<file path="config.mk">
export PLATFORM = sky130hd
export DESIGN_NAME = pipeline_boot_sequencer_flat
export DESIGN_NICKNAME = d
export VERILOG_FILES = /design/src/rtl/boot_pkg.sv /design/src/rtl/pipeline_boot_sequencer_if.sv /design/src/rtl/boot_load_channel.sv /design/src/rtl/pipeline_boot_sequencer.sv /design/src/flat_wrapper.sv
export SDC_FILE = /design/constraint.sdc
export NUM_CORES = 1
export LEC_CHECK = 0
export ABC_AREA = 1
export CAP_MARGIN = 30
export CORE_MARGIN = 5
export CORE_UTILIZATION = 44
export DETAILED_ROUTE_END_ITERATION = 8
export PLACE_DENSITY = 0.95
export SLEW_MARGIN = 40
export SYNTH_ARGS = -nofsm -noshare
export SYNTH_HDL_FRONTEND = slang
export SYNTH_SLANG_ARGS = --single-unit
</file>
<file path="constraint.sdc">
create_clock -name clk -period 3.1 [get_ports clk]
set_input_delay 0.62 -clock clk [delete_from_list [all_inputs] [get_ports clk]]
set_output_delay 0.62 -clock clk [all_outputs]
set_load 0.05 [all_outputs]
</file>
<file path="src/rtl/boot_pkg.sv">
// Shared state encoding and core geometry constants for the pipeline boot sequencer.
package boot_pkg;

  typedef enum logic [2:0] {
    IDLE,
    LOAD_IM,
    LOAD_RF,
    RUN,
    DRAIN,
    DONE
  } boot_state_t;

  localparam int unsigned PIPE_STAGES = 5;
  localparam int unsigned INSTR_BYTES = 4;

  // Byte address one past the last loaded instruction word.
  function automatic logic [63:0] endPc(input logic [6:0] count);
    return 64'(count) * 64'(INSTR_BYTES);
  endfunction

endpackage

</file>
<file path="src/rtl/pipeline_boot_sequencer_if.sv">
// Loader/core-facing bundle of the boot sequencer; timeout exists only with BOOT_WATCHDOG_EN.
interface pipeline_boot_sequencer_if;

  logic        start;
  logic        ld_valid;
  logic        ld_ready;
  logic [31:0] ld_data;
  logic        ld_last;
  logic        rf_valid;
  logic        rf_ready;
  logic [63:0] rf_data;
  logic [63:0] pc_out_stage_1;
  logic        IMWrite;
  logic [31:0] instruction_in;
  logic        global_reg_write;
  logic [63:0] regfile_data_in;
  logic [4:0]  rf_index;
  logic        reset_stage_1;
  logic        busy;
  logic        done;
  logic [6:0]  instr_count;
`ifdef BOOT_WATCHDOG_EN
  logic        timeout;
`endif

  modport master (
    output start, ld_valid, ld_data, ld_last, rf_valid, rf_data, pc_out_stage_1,
    input  ld_ready, rf_ready, IMWrite, instruction_in, global_reg_write,
           regfile_data_in, rf_index, reset_stage_1, busy, done, instr_count
`ifdef BOOT_WATCHDOG_EN
    , input timeout
`endif
  );

  modport slave (
    input  start, ld_valid, ld_data, ld_last, rf_valid, rf_data, pc_out_stage_1,
    output ld_ready, rf_ready, IMWrite, instruction_in, global_reg_write,
           regfile_data_in, rf_index, reset_stage_1, busy, done, instr_count
`ifdef BOOT_WATCHDOG_EN
    , output timeout
`endif
  );

endinterface

</file>
<file path="src/rtl/boot_load_channel.sv">
// Valid/ready beat capture: presents each accepted beat as a one-cycle strobe plus held data.
module boot_load_channel #(
  parameter int unsigned WIDTH = 32
) (
  input  logic             clk,
  input  logic             reset_n,
  input  logic             valid_i,
  input  logic             ready_i,
  input  logic [WIDTH-1:0] data_i,
  output logic             strobe_o,
  output logic [WIDTH-1:0] data_o
);

  logic             strobe_q;
  logic [WIDTH-1:0] data_q;

  always_ff @(posedge clk or negedge reset_n) begin
    if (!reset_n) begin
      strobe_q <= 1'b0;
      data_q   <= '0;
    end else begin
      strobe_q <= valid_i & ready_i;
      if (valid_i & ready_i) begin
        data_q <= data_i;
      end
    end
  end

  assign strobe_o = strobe_q;
  assign data_o   = data_q;

endmodule

</file>
<file path="src/rtl/pipeline_boot_sequencer.sv">
// Boots the 5-stage core: load IMEM, init regfile, release reset, run, drain, done.
// Defining BOOT_WATCHDOG_EN adds a RUN/DRAIN watchdog that forces DONE and raises timeout.
module pipeline_boot_sequencer
  import boot_pkg::*;
#(
  parameter int unsigned IMEM_DEPTH   = 64,
  parameter int unsigned NUM_REGS     = 32,
  parameter int unsigned DRAIN_CYCLES = PIPE_STAGES - 1
`ifdef BOOT_WATCHDOG_EN
  ,
  parameter int unsigned MAX_RUN_CYCLES = 4096
`endif
) (
  input logic clk,
  input logic reset_n,
  pipeline_boot_sequencer_if.slave bus
);

  localparam logic [6:0] LastWord  = 7'(IMEM_DEPTH - 1);
  localparam logic [4:0] LastReg   = 5'(NUM_REGS - 1);
  localparam logic [7:0] LastDrain = 8'(DRAIN_CYCLES - 1);

  boot_state_t state_q;
  logic        ldReady_q;
  logic        rfReady_q;
  logic        resetStage1_q;
  logic        busy_q;
  logic        done_q;
  logic [6:0]  instrCount_q;
  logic [4:0]  rfCount_q;
  logic [4:0]  rfIndex_q;
  logic [7:0]  drainCnt_q;
  logic        ldFire;
  logic        rfFire;
  logic        imWrite;
  logic [31:0] imData;
  logic        rfWrite;
  logic [63:0] rfData;

`ifdef BOOT_WATCHDOG_EN
  localparam logic [12:0] LastRun = 13'(MAX_RUN_CYCLES - 1);
  logic [12:0] runCnt_q;
  logic        timeout_q;
`endif

  assign ldFire = bus.ld_valid & ldReady_q;
  assign rfFire = bus.rf_valid & rfReady_q;

  boot_load_channel #(.WIDTH(32)) u_imChannel (
    .clk      (clk),
    .reset_n  (reset_n),
    .valid_i  (bus.ld_valid),
    .ready_i  (ldReady_q),
    .data_i   (bus.ld_data),
    .strobe_o (imWrite),
    .data_o   (imData)
  );

  boot_load_channel #(.WIDTH(64)) u_rfChannel (
    .clk      (clk),
    .reset_n  (reset_n),
    .valid_i  (bus.rf_valid),
    .ready_i  (rfReady_q),
    .data_i   (bus.rf_data),
    .strobe_o (rfWrite),
    .data_o   (rfData)
  );

  always_ff @(posedge clk or negedge reset_n) begin
    if (!reset_n) begin
      state_q       <= IDLE;
      ldReady_q     <= 1'b0;
      rfReady_q     <= 1'b0;
      resetStage1_q <= 1'b1;
      busy_q        <= 1'b0;
      done_q        <= 1'b0;
      instrCount_q  <= '0;
      rfCount_q     <= '0;
      rfIndex_q     <= '0;
      drainCnt_q    <= '0;
`ifdef BOOT_WATCHDOG_EN
      runCnt_q      <= '0;
      timeout_q     <= 1'b0;
`endif
    end else begin
      case (state_q)
        IDLE, DONE: begin
          if (bus.start) begin
            state_q       <= LOAD_IM;
            ldReady_q     <= 1'b1;
            resetStage1_q <= 1'b1;
            busy_q        <= 1'b1;
            done_q        <= 1'b0;
            instrCount_q  <= '0;
            rfCount_q     <= '0;
`ifdef BOOT_WATCHDOG_EN
            timeout_q     <= 1'b0;
`endif
          end
        end
        LOAD_IM: begin
          if (ldFire) begin
            instrCount_q <= instrCount_q + 7'd1;
            // A full IMEM ends loading just like ld_last; ready drops so no extra beat slips in.
            if (bus.ld_last || (instrCount_q == LastWord)) begin
              state_q   <= LOAD_RF;
              ldReady_q <= 1'b0;
              rfReady_q <= 1'b1;
            end
          end
        end
        LOAD_RF: begin
          if (rfFire) begin
            rfIndex_q <= rfCount_q;
            rfCount_q <= rfCount_q + 5'd1;
            if (rfCount_q == LastReg) begin
              state_q       <= RUN;
              rfReady_q     <= 1'b0;
              resetStage1_q <= 1'b0;
`ifdef BOOT_WATCHDOG_EN
              runCnt_q      <= '0;
`endif
            end
          end
        end
        RUN: begin
          if (bus.pc_out_stage_1 >= endPc(instrCount_q)) begin
            state_q    <= DRAIN;
            drainCnt_q <= '0;
          end
        end
        DRAIN: begin
          if (drainCnt_q == LastDrain) begin
            state_q       <= DONE;
            resetStage1_q <= 1'b1;
            busy_q        <= 1'b0;
            done_q        <= 1'b1;
          end else begin
            drainCnt_q <= drainCnt_q + 8'd1;
          end
        end
        default: state_q <= IDLE;
      endcase
`ifdef BOOT_WATCHDOG_EN
      // Watchdog overrides the normal RUN/DRAIN progression when it expires.
      if ((state_q == RUN) || (state_q == DRAIN)) begin
        if (runCnt_q == LastRun) begin
          state_q       <= DONE;
          resetStage1_q <= 1'b1;
          busy_q        <= 1'b0;
          done_q        <= 1'b1;
          timeout_q     <= 1'b1;
        end else begin
          runCnt_q <= runCnt_q + 13'd1;
        end
      end
`endif
    end
  end

  assign bus.ld_ready         = ldReady_q;
  assign bus.rf_ready         = rfReady_q;
  assign bus.IMWrite          = imWrite;
  assign bus.instruction_in   = imData;
  assign bus.global_reg_write = rfWrite;
  assign bus.regfile_data_in  = rfData;
  assign bus.rf_index         = rfIndex_q;
  assign bus.reset_stage_1    = resetStage1_q;
  assign bus.busy             = busy_q;
  assign bus.done             = done_q;
  assign bus.instr_count      = instrCount_q;
`ifdef BOOT_WATCHDOG_EN
  assign bus.timeout          = timeout_q;
`endif

endmodule

</file>
<file path="src/flat_wrapper.sv">
// flat-port wrapper written by rule: the top's interface ports become plain ports
module pipeline_boot_sequencer_flat import boot_pkg::*;
#(
  parameter int unsigned IMEM_DEPTH   = 64,
  parameter int unsigned NUM_REGS     = 32,
  parameter int unsigned DRAIN_CYCLES = PIPE_STAGES - 1

)
  (clk, reset_n, bus_start, bus_ld_valid, bus_ld_data, bus_ld_last, bus_rf_valid, bus_rf_data, bus_pc_out_stage_1, bus_ld_ready, bus_rf_ready, bus_IMWrite, bus_instruction_in, bus_global_reg_write, bus_regfile_data_in, bus_rf_index, bus_reset_stage_1, bus_busy, bus_done, bus_instr_count);
  pipeline_boot_sequencer_if bus_i ();
  input logic clk;
  input logic reset_n;
  input wire logic [$bits(bus_i.start)-1:0] bus_start;
  input wire logic [$bits(bus_i.ld_valid)-1:0] bus_ld_valid;
  input wire logic [$bits(bus_i.ld_data)-1:0] bus_ld_data;
  input wire logic [$bits(bus_i.ld_last)-1:0] bus_ld_last;
  input wire logic [$bits(bus_i.rf_valid)-1:0] bus_rf_valid;
  input wire logic [$bits(bus_i.rf_data)-1:0] bus_rf_data;
  input wire logic [$bits(bus_i.pc_out_stage_1)-1:0] bus_pc_out_stage_1;
  output wire logic [$bits(bus_i.ld_ready)-1:0] bus_ld_ready;
  output wire logic [$bits(bus_i.rf_ready)-1:0] bus_rf_ready;
  output wire logic [$bits(bus_i.IMWrite)-1:0] bus_IMWrite;
  output wire logic [$bits(bus_i.instruction_in)-1:0] bus_instruction_in;
  output wire logic [$bits(bus_i.global_reg_write)-1:0] bus_global_reg_write;
  output wire logic [$bits(bus_i.regfile_data_in)-1:0] bus_regfile_data_in;
  output wire logic [$bits(bus_i.rf_index)-1:0] bus_rf_index;
  output wire logic [$bits(bus_i.reset_stage_1)-1:0] bus_reset_stage_1;
  output wire logic [$bits(bus_i.busy)-1:0] bus_busy;
  output wire logic [$bits(bus_i.done)-1:0] bus_done;
  output wire logic [$bits(bus_i.instr_count)-1:0] bus_instr_count;
  assign bus_i.start = bus_start;
  assign bus_i.ld_valid = bus_ld_valid;
  assign bus_i.ld_data = bus_ld_data;
  assign bus_i.ld_last = bus_ld_last;
  assign bus_i.rf_valid = bus_rf_valid;
  assign bus_i.rf_data = bus_rf_data;
  assign bus_i.pc_out_stage_1 = bus_pc_out_stage_1;
  assign bus_ld_ready = bus_i.ld_ready;
  assign bus_rf_ready = bus_i.rf_ready;
  assign bus_IMWrite = bus_i.IMWrite;
  assign bus_instruction_in = bus_i.instruction_in;
  assign bus_global_reg_write = bus_i.global_reg_write;
  assign bus_regfile_data_in = bus_i.regfile_data_in;
  assign bus_rf_index = bus_i.rf_index;
  assign bus_reset_stage_1 = bus_i.reset_stage_1;
  assign bus_busy = bus_i.busy;
  assign bus_done = bus_i.done;
  assign bus_instr_count = bus_i.instr_count;
  pipeline_boot_sequencer #(.IMEM_DEPTH(IMEM_DEPTH), .NUM_REGS(NUM_REGS), .DRAIN_CYCLES(DRAIN_CYCLES)) u_core (.clk(clk), .reset_n(reset_n), .bus(bus_i));
endmodule
</file>
==> results of run 1 <==
[cells in the final DEF (no fill, tap or decap), types with 4 or more instances in the layout]
cell type        Yosys  routed
o21ai_0              9       9
o21ai_1              6       6
nand4_1              5       5
dfrtp_1            130     130
ha_1                11      11
nor2_1              47      47
o21ai_2              8       8
nand3_1             17      17
a21oi_1              7       7
buf_4                0       6
nor2_4               5       5
clkdlybuf4s50_1      0     279
nor3_1               4       4
nand2_4              4       4
inv_2                7       8
nand2_2              6       7
inv_1               29      28
clkbuf_16            0      17
nand2_1            376     375
[area by class of cell]
cell class / instances / area, um2
clock buffer: 21 / 460
clock inverter: 11 / 128
fill: 934 / 3720
inverter: 37 / 141
multi-input combinational: 526 / 2380
sequential: 131 / 3280
tap: 176 / 220
timing repair buffer: 286 / 2860
[routing by layer]
layer | vias up | GRT usage, % | share of wire (%)
met5 | - | 0 | 0
met4 | 0 | 11.3 | 4.3
met3 | 52 | 7.15 | 6.5
met2 | 194 | 40.0 | 51
met1 | 2587 | 25.6 | 39
li1 | 2774 | - | -
[power by group through the flow]
stage / Combinational, mW / Sequential, mW / Clock, mW
final: 4.75 / 2.67 / 1.98
after global routing: 5.03 / 2.74 / 2.08
after CTS: 4.78 / 2.66 / 2.01
after detailed placement: 4.76 / 2.67 / 0
after global placement: 4.67 / 2.65 / 0
after floorplan: 1.21 / 4.52 / 0
[kinds of logic after synthesis]
family / Yosys count
fa+ha+maj: 11
buf+inv: 59
simple gates: 478
xor+xnor: 3
compound gates: 34
flops: 131
[sequential cells by signal, indices dropped and copies added, names as in the netlist]
signal and cells:
u_core.bus.done 1, u_core.bus.busy 1, u_core.bus.ld_ready 1, u_core.u_imChannel.strobe_o 1, u_core.bus.rf_ready 1, u_core.bus.instr_count 7
u_core.drainCnt_q 8, u_core.u_rfChannel.strobe_o 1, u_core.bus.rf_index 5, u_core.bus.reset_stage_1 1, u_core.u_imChannel.data_o 32, u_core.rfCount_q 5
u_core.u_rfChannel.data_o 64, u_core.state_q 3
[metrics by stage]
stage	cells	worst slack, ps	instance area (um2)	utilization [%]
global route	1188	628	9470	71.8
detailed placement	1156	830	8880	67.3
global placement	1156	904	8880	67.3
floorplan	716	1150	5910	-
finish	1188	695	9470	71.8
CTS	1188	667	9470	71.8
[worst min-delay path by stage]
stage	start	endpoint	slack (ps)	cells past startpoint
floorplan	reset_n	u_core.bus.busy	320	0
global placement	u_core.bus.rf_index[0]	u_core.bus.rf_index[0]	460	2
detailed placement	u_core.u_imChannel.data_o[20]	u_core.u_imChannel.data_o[20]	470	2
CTS	reset_n	u_core.u_rfChannel.data_o[22]	130	1
global route	reset_n	u_core.u_rfChannel.data_o[22]	140	1
finish	reset_n	u_core.u_rfChannel.data_o[30]	130	1
[cell usage after synthesis, drive strengths merged]
master / count
dfrtp: 130
buf: 7
nand3: 21
nor3: 4
o21a: 2
o21ai: 23
and3: 1
ha: 11
a21o: 1
xor2: 3
nor2: 54
nand4: 7
nand3b: 2
inv: 37
dfstp: 1
clkbuf: 15
nand2: 386
a21oi: 8
and2: 1
or2: 2
==> summary.md, run 1 <==
| Metric | Value |
|---|---|
| Status | completed |
| Clk_lat worst skew | 410 ps |
| Cell Int Power | between 5 and 6 mW |
| Initial antenna violation count | 0 |
| Largest family of logic cells by synthesized area | simple AND/OR/NAND/NOR gates |
| H-tree levels | 4 |
| Worst-margin pin slew | 651 ps |
| Setup TNS | 0 ps |
| RSZ-0062 raised after global routing | no |
| Pleak | 4.53 nW |
| Synth warn | 0 |
| Buf/Inv on CP | 1 |
| Top-area cell type share of the netlist area | a little under three fifths |
| FP Rows | 42 |
| Vias in the first global route | 5866 |
| Layout cells sized above 1 | 8.30% |
| Global placer's final weighted congestion | 0.880 |
| Syn Std Cell Area | 5910 um2 |
| Placeable core area | 13200 um2 |
| Register area share after synthesis | 55.5% |
| Crit start category | register |
| Final period utilization | 77.6% |
| Largest net degree at the start of global routing | 77 |
| Post-DRT Antenna Nets | 0 |
| Mapped Nets | 893 |
| Max_slew headroom | 56.6% |
| Hold-fix buffers, CTS | 0 |
| Mux contribution to synthesized area | 0% |
| Pre-antenna DRT Iters | 6 |
| Layout area overhead | 60.3% |
| Critical path origin | u_core.bus.instr_count[0] |
| Fin nets | 1176 |
| Worst-case clock buffer depth | 2 |
| Clk_skew | 8.81 ps |
| Yosys reg bits | between 100 and 150 |
| Clock slew at reported path FFs | 60 ps |
| CP required | 2480 ps |
| Clock Sink Count | 131 |
| CP Depth | 1 |
| Worst reg2reg startpoint | u_core.rfCount_q[0] |
| Max Cap Viol | 0 |
| Global-route wire length before repair | approximately 29 mm |
| Maximum vdd drop | 825 uV |
| Adder-cell share of the synthesized area | 2.33% |
| Final setup violation count | 0 |
| Critical path class | register to output port |
| FF-to-FF End | u_core.state_q[1] |
| Critical Path Sink Type | output port |
| Root buffer cell | clkbuf_16 |
| Worst path slowest cell | clkdlybuf4s50_1 |
| Worst setup path endpoint | bus_instr_count[0] |
| Ports | 281 |
| Sequential share of power | 28.4% |
| Net Sw Frac | 46.2% |
| Crit path max-delay family | buffers and inverters |
| FF-to-FF path depth | 12 |
| Routed WL | 18.2 mm |
| Area leader, netlist | dfrtp_1 |
| Synth cell types | 37 |
| DIE AREA | about 16000 um2 |
| Antenna cells | 0 |
| Combinational power share | between 50% and 60% |
| Post-synthesis compound-gate area fraction | 3.71% |
| Via count | about 5600 |
| Aggregate global-route resource usage | 23.0% |
| Crit-path cells | clkdlybuf4s50_1 |
| Tmin final | around 2400 ps |
| Cells after Synth | 716 |
| DRC viols | 0 |
| Clock share of power | 21.1% |
| Die height | 126 um |
| Post-CTS Resized | 0 |
| Final hold violation count | 0 |
| DR vias/cell | ~4.7 |
| Ranking of synthesized cells by area | dfrtp_1 (55%), nand2_1 (24%), nor2_1 (3.0%) |
| Switching pwr | 4.34 mW |
| Power per cell area | 992 nW/um2 |
| Simple-gate share of the synthesized area | 33.7% |
| Iteration-0 DRC count of the detailed router | 336 |
| Max Clock Freq | 416 MHz |
| Setup bufs post-CTS | 0 |
| Syn_area_per_cell | 8.25 um2 |
| Initial core utilization | between 40% and 50% |
| Crit Path Max Fanout | 8 |
| Port Buffers | 280 |
| Per-cell routed wire length | 15.3 um |
| Largest stage delay, worst path | about 870 ps |
| DP HPWL | 13.6 mm |
| Reg2Reg Setup Slack | 1270 ps |
| Die Wd | 126 um |
| CTS tree | done |
| Tot Pwr | ~9.4 mW |
| Hold Slack | 130 ps |
| XOR/XNOR share of the synthesized area | 0.445% |
| Slew Viols, Final | 0 |
| CTS buffer count | 17 |
| Grt ovf | 0 |
| Worst hold path class | input pin to asynchronous set/reset pin |
| CP arrival | 1790 ps |
(Power assumes the default switching activity.)
==> run 2: changes to the inputs <==
CORE_UTILIZATION = 37   (was 44)
PLACE_DENSITY = 0.89   (was 0.95)
clock period = 2.2 ns   (was 3.1 ns; I/O delays follow)
==> run 2 against run 1 <==
Effect of this change: wire length fell by 2.3%; combinational power rose by 40%; count of clock-buffer cells in the layout fell by 2; sequential power rose by 40%; non-clock buffer count rose by 1; largest cell class unchanged; worst hold slack improved by 330 ps; first-iteration DRC count fell by 18%; critical endpoint is now bus_rf_ready; register-to-register slack got worse by 870 ps; die area rose by 17%; highest routed layer unchanged; total power rose by 43%; critical path depth did not move.
==> summary.md, run 2 (synthesis results as in run 1) <==
| Metric | Value |
|---|---|
| Routed WL | 17.7 mm |
| Largest register FFs | 64 |
| Slew Viols, Final | 0 |
| Placeable core area | 15800 um2 |
| CP arrival | 1660 ps |
| Grt ovf | 0 |
| FP Rows | 46 |
| DP HPWL | approximately 13 mm |
| Sequential share of power | 27.8% |
| Worst path slowest cell | clkdlybuf4s50_1 |
| Commonest non-fill, non-tap cell in the layout | nand2_1 |
| DR vias/cell | ~4.6 |
| Max Clock Freq | 477 MHz |
| Clock slew at reported path FFs | 60 ps |
| Setup TNS | 0 ps |
| Clk_skew | 8.82 ps |
| Final setup violation count | 0 |
| Cell Int Power | 7.33 mW |
| Critical Path Sink Type | output port |
| Tot Pwr | ~13 mW |
| Per-cell routed wire length | 14.5 um |
| Worst-margin pin slew | 662 ps |
| Setup bufs post-CTS | 0 |
| Die Wd | 136 um |
| Post-DRT Antenna Nets | 0 |
| Port Buffers | 280 |
| Worst-case clock buffer depth | 2 |
| CTS buffer count | 17 |
| Buf/Inv on CP | 1 |
| Layout cells sized above 1 | 8.50% |
| Clk_lat worst skew | 410 ps |
| Multi-input logic area | 2380 um2 |
| Max_slew headroom | between 50% and 60% |
| CP required | approximately 1800 ps |
| Critical path origin | u_core.bus.rf_ready |
| Crit Path Max Fanout | 3 |
| Storage element area | 3280 um2 |
| Crit start category | register |
| Global placer's final weighted congestion | 0.846 |
| Switching pwr | 6.06 mW |
| Status | completed |
| Pleak | about 4.6 nW |
| DIE AREA | 18600 um2 |
| H-tree levels | 4 |
| Initial antenna violation count | 0 |
| Aggregate global-route resource usage | between 10% and 20% |
| Global-route wire length before repair | 28.4 mm |
| Pre-antenna DRT Iters | 4 |
| Via count | between 5000 and 6000 |
| Crit path max-delay family | buffers and inverters |
| DRC viols | 0 |
| Vias in the first global route | 5870 |
| Die height | 136 um |
| Final hold violation count | 0 |
| Root buffer cell | clkbuf_16 |
| Layout area overhead | 62.5% |
| Commonest non-fill, non-tap cells in the layout | nand2_1 (375), clkdlybuf4s50_1 (276), dfrtp_1 (130), nor2_1 (47), inv_1 (28) |
| Final period utilization | 95.4% |
| Power per cell area | 1400 nW/um2 |
| Critical path class | register to output port |
| Initial core utilization | between 30% and 40% |
| Final Core Density | approximately three fifths |
| Fin nets | 1177 |
| Worst hold path class | register to register |
| Max Cap Viol | 0 |
| Antenna cells | 0 |
| Iteration-0 DRC count of the detailed router | 277 |
| RSZ-0062 raised after global routing | no |
| Clock share of power | 22.4% |
| Hold path start | u_core.bus.reset_stage_1 |
| Combinational power share | between 40% and 50% |
| Layout fillers | 1342 |
| Tmin final | 2100 ps |
| Worst reg2reg startpoint | u_core.bus.instr_count[0] |
| Crit-path cells | clkdlybuf4s50_1 |
| Clock Sink Count | approximately 130 |
| Maximum vdd drop | 833 uV |
| Largest stage delay, worst path | 830 ps |
| CTS tree | done |
| Largest net degree at the start of global routing | 66 |
| Net Sw Frac | a little under half |
| Ports | 281 |
## run 2: changes by cell type in the layout (fill, tap and decap cells not counted), sizes merged, moves of 2 or more
cell           before  now
bufinv              2    4
clkinv              4    2
clkinvlp            3    5
clkbuf             21   19
clkdlybuf4s50     279  276
dlygate4sd2         0    2
## run 2: per-layer routing
metal / wire length, um / global-route usage, % / up-vias
met5: 0 / 0 / -
met4: 528 / 6.77 / 0
met3: 1250 / 7.55 / 38
met2: 9230 / 33.3 / 191
met1: 6730 / 21.6 / 2615
li1: - / - / 2781
## run 2: tightest hold or removal path, delay by kind of cell (launching register included)
kind             cells  cell delay [ps]
DFF                  1              370
and+or+nand+nor      2               90
## run 2: area by class of cell
class,count,share of cell area [%]
Tap cell,216,2.82
Sequential cell,131,34.2
Multi-Input combinational cell,526,24.8
Timing Repair Buffer,287,30.1
Clock inverter,12,1.88
Inverter,37,1.47
Clock buffer,19,4.72
## run 2: power by group through the flow
| stage | combinational, mW | sequential, mW | clock (mW) |
|---|---|---|---|
| 3_3_place_gp | 6.61 | 3.72 | 0 |
| 2_1_floorplan | 1.70 | 6.37 | 0 |
| 3_5_place_dp | 6.72 | 3.75 | 0 |
| 6_report | 6.67 | 3.73 | 3.00 |
| 5_1_grt | 7.08 | 3.84 | 3.18 |
| 4_1_cts | 6.73 | 3.73 | 3.07 |
## run 2: path summary, 6_finish.rpt
check,end,slack (ps),depth (start not counted)
setup / recovery,bus_rf_ready,100,1
hold / removal,u_core.bus.reset_stage_1,460,2
setup reg to reg,u_core.state_q[0],400,10
hold reg to reg,u_core.bus.reset_stage_1,460,2
max in group asynchronous,u_core.u_imChannel.data_o[2],1110,3
min in group asynchronous,u_core.u_rfChannel.data_o[15],470,2
## run 2: through the flow
step	area [um2]	hold WS [ps]	cells	setup slack, ps
floorplan	5910	144	716	255
global placement	8950	328	1196	172
detailed placement	8950	329	1196	82.1
CTS	9590	460	1228	69.1
global route	9590	478	1228	35.8
finish	9590	465	1228	102
## run 2: timing repair
action	4_1_cts	5_1_grt
hold buffers	1	0
endpoints found under the setup margin	2	0
gates resized for setup	2	0
endpoints found under the hold margin	26	0
==> RTL edit 1: new RTL, config.mk and constraints of run 2 <==
The 6 states of `boot_state_t` get a one-hot encoding in 6 bits.
--- a/src/rtl/boot_pkg.sv
+++ b/src/rtl/boot_pkg.sv
@@ -2,11 +2,11 @@
 package boot_pkg;
 
-  typedef enum logic [2:0] {
-    IDLE,
-    LOAD_IM,
-    LOAD_RF,
-    RUN,
-    DRAIN,
-    DONE
+  typedef enum logic [5:0] {
+    IDLE    = 6'b000001,
+    LOAD_IM = 6'b000010,
+    LOAD_RF = 6'b000100,
+    RUN     = 6'b001000,
+    DRAIN   = 6'b010000,
+    DONE    = 6'b100000
   } boot_state_t;
 
Formal check against the unedited RTL: same outputs for any inputs over 4 cycles, from zero or initial values and one cycle with reset_n low; so few cycles prove little.
==> RTL edit 1 against run 2 <==
- sequential share of layout area grew 0.62 points
- setup slack lost 35 ps
- sequential cell count grew 3
- global-route usage grew 0.25 points
- register-to-register slack lost 140 ps
- area after synthesis grew 0.11%
- routed wire length grew 2.2%
- power is essentially flat
- worst hold slack gained 10 ps
- cell area grew 0.51%
- die area grew 0.10%
- largest cell class unchanged
- highest routed layer unchanged
==> RTL edit 1: results (changes against run 2) <==
Sequential power: 3.88 mW (+4%)
Pwr Density: 1390 nW/um^2 (-0.50%)
Top routing layer used: met4
Net count, final: 1,191 (+1.2%)
Worst R2R Path Depth: 8 (-2)
Met1 Use GR: 21.4% (-0.21 points)
Average wire per standard cell: 14.6 um (+0.95%)
Filler instances: 1,329 (-0.97%)
CP Max Fanout: 5 (+2)
Distinct cells, synth: 32 (-14%)
Cell count after synthesis: 727 (+1.5%)
Fin crit share: 97.0% (+1.6 points)
CTS H-tree depth: 4 (unchanged)
CP Data Arrival Time: 1690 ps (+30 ps)
Largest net degree at the start of global routing: 65 (-1.5%)
Routed metal-1 wire length: 6890 um (+2.4%)
CP startpoint: u_core.bus.instr_count[3]
Reg2reg setup slack: 260 ps (-140 ps)
Seq/Total Area, Yosys: 56.8% (+1.2 points)
Metal3 WL: 1560 um (+24%)
HP Class: register to register
Top-area cell type share of the netlist area: 55.9% (+0.79 points)
Number of vias per cell: 4.62 (+0.90%)
CP delay by family, top: buffers and inverters
Largest cells by area after synthesis: dfrtp_1 56%, nand2_1 24%, nor2_1 3.7%
Worst Clk Skew: 6.05 ps (-2.76 ps)
DP Area: 9000 sq um (+0.54%)
DP HPWL: 13,600 um (+0.97%)
Vias in the first global route: 5,966 (+1.6%)
Inserted Clock Buffers: 17 (unchanged)
CP Capture Point: bus_instr_count[3]
GR Util All Layers: 19.5% (+0.25 points)
Psw: 6.00 mW (-0.99%)
Initial antenna violation count: 0 (unchanged)
Setup WS pre-CTS: 87.3 ps (+5.24 ps)
M3 GR Usage: 7.51% (-0.037 points)
CTS root buf: clkbuf_16
R2r startpoint: u_core.state_q[5]
Drt first pass iters: 5 (+1)
Post-Syn Nets: 904 (+1.2%)
Headroom to the max-slew limit: 63.1% (+7.3 points)
Synth top cells by count: 376 x nand2_1, 132 x dfrtp_1, 58 x nor2_1
Layout cell share with drive strength beyond 1: 5.45% (-3.0 points)
Met2 usage: 33.6% (+0.25 points)
Slowest cell on crit path: clkdlybuf4s50_1
Drt initial violations: 295 (+6.5%)
Async set-or-reset flop fraction in the synthesized netlist: 100% (unchanged)
Final wirelength: 18,100 um (+2.2%)
First-pass GRT wire length: 28,600 um (+0.99%)
I/O Buffers: 280 (unchanged)
Status: finished clean
Worst VDD drop: 1.25 mV (+50%)
Clk_lat worst skew: 410 ps (about the same)
Routed wl met2: 9030 um (-2.2%)
LEAKAGE: 4.63 nW (+1.5%)
Gpl congestion: 0.829 (-2.0%)
Critical R2R Capture: u_core.rfCount_q[3]
-- RTL edit 1: cell types whose count changed after synthesis, moves of 3 or more --
cell	change
o21ai_2	-8
nand4_1	+4
nand2_4	-3
nand3_1	+5
buf_1	+4
o21ai_0	+7
nand2_2	-4
inv_1	+6
inv_2	-6
nor2_1	+11
-- RTL edit 1: cell families (layout without fill, tap and decap cells) --
group                      count (synthesis)  after routing  synth area share [%]
buffers and inverters                     60            360                  3.96
xor gates and xnor gates                   5              5                 0.741
DFF                                      134            134                  56.8
AOI/OAI and AO/OA                         35             35                  3.34
adders and majority gates                 11             11                  2.33
and+or+nand+nor                          482            482                  32.9
-- RTL edit 1: worst min-delay path by stage --
stage	startpoint	to	slack (ps)	depth (start not counted)
global route	u_core.u_imChannel.data_o[9]	u_core.u_imChannel.data_o[9]	500	2
floorplan	reset_n	u_core.bus.busy	140	0
global placement	reset_n	u_core.u_rfChannel.data_o[40]	410	1
CTS	u_core.u_rfChannel.data_o[31]	u_core.u_rfChannel.data_o[31]	480	2
detailed placement	reset_n	u_core.u_rfChannel.data_o[40]	410	1
finish	u_core.u_rfChannel.data_o[26]	u_core.u_rfChannel.data_o[26]	480	2
-- RTL edit 1: final cells by class --
type | instances | area, sq um | share of cell area [%]
clock buffers | 21 | 460 | 4.77
clock inverters | 11 | 173 | 1.79
inverters | 38 | 143 | 1.48
multi-input cells | 533 | 2320 | 24.1
flip-flops and latches | 134 | 3360 | 34.8
well taps | 216 | 270 | 2.80
repair buffers | 290 | 2920 | 30.2
-- RTL edit 1: what timing repair did --
item | in CTS | in global routing
endpoints found under the setup margin | 2 | 0
gates resized for setup | 2 | 0
hold buffers | 1 | 0
endpoints found under the hold margin | 41 | 0
==> RTL edit 2: new RTL, flow settings as in run 2 <==
Made on the original files. `NUM_REGS` is set to 32 in 2 places; all go to 16.
--- a/src/rtl/pipeline_boot_sequencer.sv
+++ b/src/rtl/pipeline_boot_sequencer.sv
@@ -5,5 +5,5 @@
 #(
   parameter int unsigned IMEM_DEPTH   = 64,
-  parameter int unsigned NUM_REGS     = 32,
+  parameter int unsigned NUM_REGS     = 16,
   parameter int unsigned DRAIN_CYCLES = PIPE_STAGES - 1
 `ifdef BOOT_WATCHDOG_EN
--- a/src/flat_wrapper.sv
+++ b/src/flat_wrapper.sv
@@ -3,5 +3,5 @@
 #(
   parameter int unsigned IMEM_DEPTH   = 64,
-  parameter int unsigned NUM_REGS     = 32,
+  parameter int unsigned NUM_REGS     = 16,
   parameter int unsigned DRAIN_CYCLES = PIPE_STAGES - 1
 
Check against the original RTL: no difference found for any inputs over 4 cycles, from zero or initial values and one cycle with reset_n low; that may be too few to reach the edited logic, so the function may still have changed.
==> RTL edit 2 against run 2 <==
- sequential cell count stayed put
- global-route usage is 0.32 points higher
- utilization is 0.17 points lower
- power is 1.2% lower
- register-to-register slack worse by 20 ps
- setup slack worse by 22 ps
- area after synthesis is 0.72% lower
- routed wire length is 1.9% higher
- critical path depth stayed put
- worst hold slack better by 7.8 ps
- cell area is 0.64% lower
- die area is 0.67% lower
==> RTL edit 2: results (changes against run 2) <==
Initial antenna violation count: 1 (+1)
First-pass GRT wire length: 28,100 um (-0.75%)
Cell count after synthesis: 717 (+0.14%)
CP max stage delay: 850 ps (+20 ps)
DP HPWL: 13,700 um (+1.4%)
CP Capture Point: bus_instr_count[5]
Layout cell share with drive strength beyond 1: 7.60% (-0.90 points)
Seq/Total Area, Yosys: 55.9% (+0.40 points)
Average wire per standard cell: 14.7 um (+1.8%)
Setup WS pre-CTS: 132 ps (+49.6 ps)
Gpl congestion: 0.856 (+1.2%)
Worst Hold Slack: 472 ps (+7.85 ps)
Routed metal-1 wire length: 7120 um (+5.8%)
GR Util All Layers: 19.6% (+0.32 points)
DP Area: 8910 sq um (-0.50%)
Status: finished clean
Worst-Margin Slew: 671 ps (+8.91 ps)
LEAKAGE: 4.54 nW (-0.34%)
Number of vias per cell: 4.60 (+0.33%)
Synth top cells by count: 376 x nand2_1, 130 x dfrtp_1, 47 x nor2_1
Reg2reg setup slack: 380 ps (-20 ps)
Vias in the first global route: 5,644 (-3.9%)
Post-Syn Nets: 894 (+0.11%)
Routed wl met2: 9130 um (-1.1%)
Met1 Use GR: 23.7% (+2.1 points)
Met2 usage: 32.5% (-0.83 points)
Top routing layer used: met5
RTL edit 2: changes by cell type after synthesis, moves of 2 or more:
cell             run 2  this run
clkbuf_1            15        12
o21ai_2              8         3
o21ai_0              9         6
o21ai_1              6        13
buf_1                3         7
nand3_1             17        19
RTL edit 2: logic make-up after synthesis:
family	share of synthesized area [%]
AND/OR/NAND/NOR	33.8
flip-flops	55.9
XOR/XNOR	0.299
buffers and inverters	4.25
adder cells (fa/ha/maj)	2.35
AO/OA/AOI/OAI	3.37
RTL edit 2: power by group:
part	internal, mW	leakage (nW)	switching, mW
Sequential	3.22	1.64	0.517
Clock	1.83	0.297	1.06
Combinational	2.13	2.60	4.48
Total	7.18	4.54	6.05
RTL edit 2: cell type report:
type / count / area [sq um]
Fill cell: 1297 / 6180
Timing Repair Buffer: 287 / 2890
Clock inverter: 9 / 119
Tap cell: 216 / 270
Clock buffer: 23 / 498
Sequential cell: 131 / 3280
Inverter: 37 / 141
Multi-Input combinational cell: 526 / 2340
